$ cat config.mk
export PLATFORM = sky130hd
export DESIGN_NAME = switch_debouncer
export DESIGN_NICKNAME = d
export VERILOG_FILES = /design/src/rtl/switch_debouncer.sv
export SDC_FILE = /design/constraint.sdc
export NUM_CORES = 1
export LEC_CHECK = 0
export CORE_MARGIN = 3
export CORE_UTILIZATION = 51
export CTS_BUF_LIST = sky130_fd_sc_hd__clkbuf_16
export DETAILED_ROUTE_END_ITERATION = 10
export GPL_TIMING_DRIVEN = 0
export PLACE_DENSITY = 0.75
export SLEW_MARGIN = 25
export SYNTH_ARGS = -nofsm -noshare
export SYNTH_HDL_FRONTEND = slang
export SYNTH_SLANG_ARGS = --single-unit
$ cat constraint.sdc
create_clock -name clock -period 2.1 [get_ports clock]
set_input_delay 0.42 -clock clock [delete_from_list [all_inputs] [get_ports clock]]
set_output_delay 0.42 -clock clock [all_outputs]
set_load 0.01 [all_outputs]
$ cat src/rtl/switch_debouncer.sv
// Switch debouncer: synchronises a raw, bouncing switch level and only
// changes the clean level after a run of identical samples. Also produces
// one-cycle edge pulses and a saturating count of aborted settle periods.
module switch_debouncer #(
  parameter int unsigned SYNC_STAGES   = 2,
  parameter int unsigned STABLE_CYCLES = 1000000,
  parameter int unsigned CNT_W         = 20
) (
  input  logic       clock,
  input  logic       reset_n,
  input  logic       sw_in,
  input  logic       bounce_clr,
  output logic       sw_db,
  output logic       rise_pulse,
  output logic       fall_pulse,
  output logic       busy,
  output logic [7:0] bounce_cnt
);

  localparam int unsigned BW = 8;
  localparam logic [CNT_W-1:0] CNT_LAST = CNT_W'(STABLE_CYCLES - 1);
  localparam logic [BW-1:0]    BNC_MAX  = {BW{1'b1}};

  typedef enum logic [1:0] {
    IDLE_LOW  = 2'd0,
    WAIT_HIGH = 2'd1,
    IDLE_HIGH = 2'd2,
    WAIT_LOW  = 2'd3
  } state_e;

  logic [SYNC_STAGES-1:0] sync_q;
  logic                   s;

  state_e           state_q, state_d;
  logic [CNT_W-1:0] cnt_q, cnt_d;
  logic             sw_db_q, sw_db_d;
  logic             rise_q, rise_d;
  logic             fall_q, fall_d;
  logic             busy_q, busy_d;
  logic [BW-1:0]    bounce_q, bounce_d;
  logic             abort;

  // Synchroniser chain; only its last stage feeds the FSM.
  always_ff @(posedge clock or negedge reset_n) begin
    if (!reset_n) begin
      sync_q <= '0;
    end else begin
      sync_q <= {sync_q[SYNC_STAGES-2:0], sw_in};
    end
  end

  assign s = sync_q[SYNC_STAGES-1];

  // State, counter and registered outputs.
  always_ff @(posedge clock or negedge reset_n) begin
    if (!reset_n) begin
      state_q  <= IDLE_LOW;
      cnt_q    <= '0;
      sw_db_q  <= 1'b0;
      rise_q   <= 1'b0;
      fall_q   <= 1'b0;
      busy_q   <= 1'b0;
      bounce_q <= '0;
    end else begin
      state_q  <= state_d;
      cnt_q    <= cnt_d;
      sw_db_q  <= sw_db_d;
      rise_q   <= rise_d;
      fall_q   <= fall_d;
      busy_q   <= busy_d;
      bounce_q <= bounce_d;
    end
  end

  // Next-state: start counting on a level change, commit after a full stable run.
  always_comb begin
    state_d  = state_q;
    cnt_d    = '0;
    sw_db_d  = sw_db_q;
    rise_d   = 1'b0;
    fall_d   = 1'b0;
    abort    = 1'b0;
    bounce_d = bounce_q;

    unique case (state_q)
      IDLE_LOW: begin
        if (s) begin
          state_d = WAIT_HIGH;
          cnt_d   = CNT_W'(1);
        end
      end
      WAIT_HIGH: begin
        if (!s) begin
          state_d = IDLE_LOW;
          abort   = 1'b1;
        end else if (cnt_q == CNT_LAST) begin
          state_d = IDLE_HIGH;
          sw_db_d = 1'b1;
          rise_d  = 1'b1;
        end else begin
          cnt_d = cnt_q + CNT_W'(1);
        end
      end
      IDLE_HIGH: begin
        if (!s) begin
          state_d = WAIT_LOW;
          cnt_d   = CNT_W'(1);
        end
      end
      WAIT_LOW: begin
        if (s) begin
          state_d = IDLE_HIGH;
          abort   = 1'b1;
        end else if (cnt_q == CNT_LAST) begin
          state_d = IDLE_LOW;
          sw_db_d = 1'b0;
          fall_d  = 1'b1;
        end else begin
          cnt_d = cnt_q + CNT_W'(1);
        end
      end
      default: begin
        state_d = IDLE_LOW;
      end
    endcase

    // Clear wins over a same-cycle abort; the count saturates rather than wraps.
    if (bounce_clr) begin
      bounce_d = '0;
    end else if (abort && (bounce_q != BNC_MAX)) begin
      bounce_d = bounce_q + BW'(1);
    end

    busy_d = (state_d == WAIT_HIGH) || (state_d == WAIT_LOW);
  end

  assign sw_db      = sw_db_q;
  assign rise_pulse = rise_q;
  assign fall_pulse = fall_q;
  assign busy       = busy_q;
  assign bounce_cnt = bounce_q;

endmodule

==> impl_results.md <==
- Die Span Y: approximately 65 µm
- Final Slew Violations: 0
- Setup ws final: 22.56 ps
- CTS clk-pin slew, worst paths: approximately 50 ps
- Post-synth EDFFs: 0
- Placement Rows: 20
- Drt pass-1 iters: 4
- Critical path's most frequent cell: or4_4
- Worst-Skew Late Latency: 280 ps
- Syn_area_per_cell: between 9 and 10 µm²
- CP Cell Sequence: buf_6 -> or4_4 -> or4_4 -> or2_4 -> a211o_1
- First-pass GRT wire length: ~6600 µm
- Crit path time final: just over 2000 ps
- Fmax: about 480 MHz
- CTS tree: built
- Register bit count reported by yosys: 35
- Post-DR vias/cell: between 6 and 7
- Startpoint types: flip-flop
- PwrDens: ~710 nW/µm²
- Core Area: 3178 µm²
- Die X: 65.07 µm
- Net count after synthesis: between 150 and 200
- Seq/Total Area, Yosys: between 40% and 50%
- CP required: 2260 ps
- N_diodes: 0
- Share of layout cells above drive strength 1: between 10 and 15%
- Status: completed
- Crit path DAT: 2240 ps
- DRT iter0 DRCs: 139
- Overall Global Routing Usage: 20.05%
- Area of the multi-input gates: 894.6 µm²
- Peak VDD IR: 491.0 µV
- Initial antenna violation count: 0
- Slowest CP cell: or4_4
- Pre-CTS setup slack: -246.3 ps
- Port Buf Inserts: 14
- Final core utilization: 70.00%
- GPL Wtd Cong: 0.8772
- Longest Clk Path Bufs: 2
- Critical-path maximum fanout: 7
- Via count: 1505
- Period Utilization, post-route: 98.93%
- WL final: 3926 µm
- Number of fill cells: 233
- # H-tree levels: 2
- DIE AREA: about 4200 µm²
- Crit Path Category: reg -> reg
- Final hold violation count: 0
- Unrepaired setup endpoints after global routing: yes
- Most common cell after layout, fill and taps aside: dfrtp_1
- Clock skew: 3.019 ps
- Io pins: 16
- Slew headroom: 58.76%
- Clock sinks: 35
- Nets: 212
- Tot Pwr: 1.582 mW
- CP peak stage delay: 470 ps
- Setup violators final: 0
- Num CTS Buffers: 5
- Total congestion overflow: 0
- Worst slew pin tran: about 610 ps
- Async SR Flop Fraction: 100.0%
- Worst Hold Class: in -> async
- Area Growth Syn to Fin: 25.03%
- Syn Inst Count: 180
- Initial Util: 55.98%
- Hpwl dp: 2701 µm
- Top FF cell, synth: dfrtp_1
- CP endpoint kind: flip-flop
- Routed Antenna Nets: 0
- Warnings from Yosys: 0
- CTS Root Cell: clkbuf_16
- Max_cap viols: 0
- Largest net degree at the start of global routing: 20
- Yosys cell types: 39
- Most frequent cells in the layout: dfrtp_1 (33), nor2_1 (27), clkdlybuf4s50_1 (13), xnor2_1 (12), nand2_1 (12)
- # DRC: 0
- Hold WS: around 73 ps
- Wire per inst: 15.70 µm
- Lkg Pwr: 0.8626 nW
- Reg area: roughly 880 µm²
- Synthesized area: about 1800 µm²
- Vias in the first global route: 1457
## path summary, 6_finish.rpt
path                       startpoint       endpoint  slack (ps)  cells past startpoint
hold / removal                reset_n  bounce_cnt[6]          70                      1
max in group asynchronous     reset_n      cnt_q[17]        1590                      2
hold reg to reg             sync_q[0]      sync_q[1]         350                      0
min in group clock          sync_q[0]      sync_q[1]         350                      0
setup reg to reg             cnt_q[8]          sw_db          20                      5
setup / recovery             cnt_q[8]          sw_db          20                      5
## critical path, delay by kind of cell (launching register included)
family / cells / cell delay (ps)
buf+inv: 1 / 130
simple gates: 3 / 1170
flops: 1 / 380
compound gates: 1 / 280
## final cells by class
type	instances	share of cell area, %
Multi-Input combinational cell	135	40.21
Clock inverter	3	1.744
Clock buffer	5	5.624
Sequential cell	35	39.48
Timing Repair Buffer	18	8.324
Tap cell	44	2.475
Inverter	4	0.6749
Buffer	6	1.462
## sequential cells by signal, indices dropped and copies added, names as in the netlist
register / cells
cnt_q: 20
bounce_cnt: 8
sync_q: 2
busy: 1
fall_pulse: 1
rise_pulse: 1
state_q: 1
sw_db: 1
## cell usage after synthesis, types with 2 or more instances
master | count | area, µm²
dfrtp_1 | 35 | 875.8
nor2_1 | 27 | 101.4
xnor2_1 | 13 | 113.9
nand2_1 | 12 | 45.04
nand3_1 | 9 | 45.04
nand4_1 | 9 | 56.30
xor2_1 | 7 | 61.31
nor3_1 | 6 | 30.03
nor4_1 | 5 | 31.28
or4_1 | 5 | 37.54
and4_1 | 4 | 35.03
inv_1 | 4 | 15.01
a21oi_1 | 3 | 15.01
ha_1 | 3 | 37.54
o31ai_1 | 3 | 22.52
and3_1 | 2 | 12.51
buf_1 | 2 | 7.510
clkbuf_1 | 2 | 7.510
mux2i_1 | 2 | 20.02
nor2b_1 | 2 | 12.51
nor4b_1 | 2 | 17.52
o2111ai_1 | 2 | 17.52
o211ai_1 | 2 | 15.01
o21ai_0 | 2 | 10.01
o21ai_1 | 2 | 10.01
o221ai_1 | 2 | 17.52
## cells by family after synthesis
| group | Yosys count | synth area share, % |
|---|---|---|
| and+or+nand+nor | 90 | 27.07 |
| adders and majority gates | 3 | 2.110 |
| muxes | 2 | 1.125 |
| AOI/OAI and AO/OA | 20 | 8.017 |
| DFF | 35 | 49.23 |
| buffers and inverters | 10 | 2.602 |
| xor gates and xnor gates | 20 | 9.845 |
## routing by layer
layer | part of all wire (%) | track usage (%) | vias up
li1 | - | - | 703
met1 | 43 | 24.11 | 737
met2 | 50 | 33.33 | 55
met3 | 5.0 | 4.333 | 10
met4 | 2.1 | 10.88 | 0
met5 | 0 | 0 | -
## through the flow
stage               cells  instance area, µm²  setup TNS, ps
finish                250                2225              0
CTS                   248                2178              0
global route          250                2225         -345.4
floorplan             180                1779              0
global placement      238                1974          -4099
detailed placement    239                1997          -2372
## repair_timing
item | CTS | global route
buffers inserted | 1 | 2
hold buffers | 0 | 0
pin swaps | 1 | 1
gates resized for setup | 4 | 7
endpoints found under the setup margin | 11 | 15
## power by group
group	internal (mW)	switching (mW)	total, mW
clock network	0.553	0.273	0.826
registers	0.683	0.00908	0.692
logic	0.0247	0.0397	0.0644
total	1.26	0.322	1.58
Power figures use the tool's default switching activity.
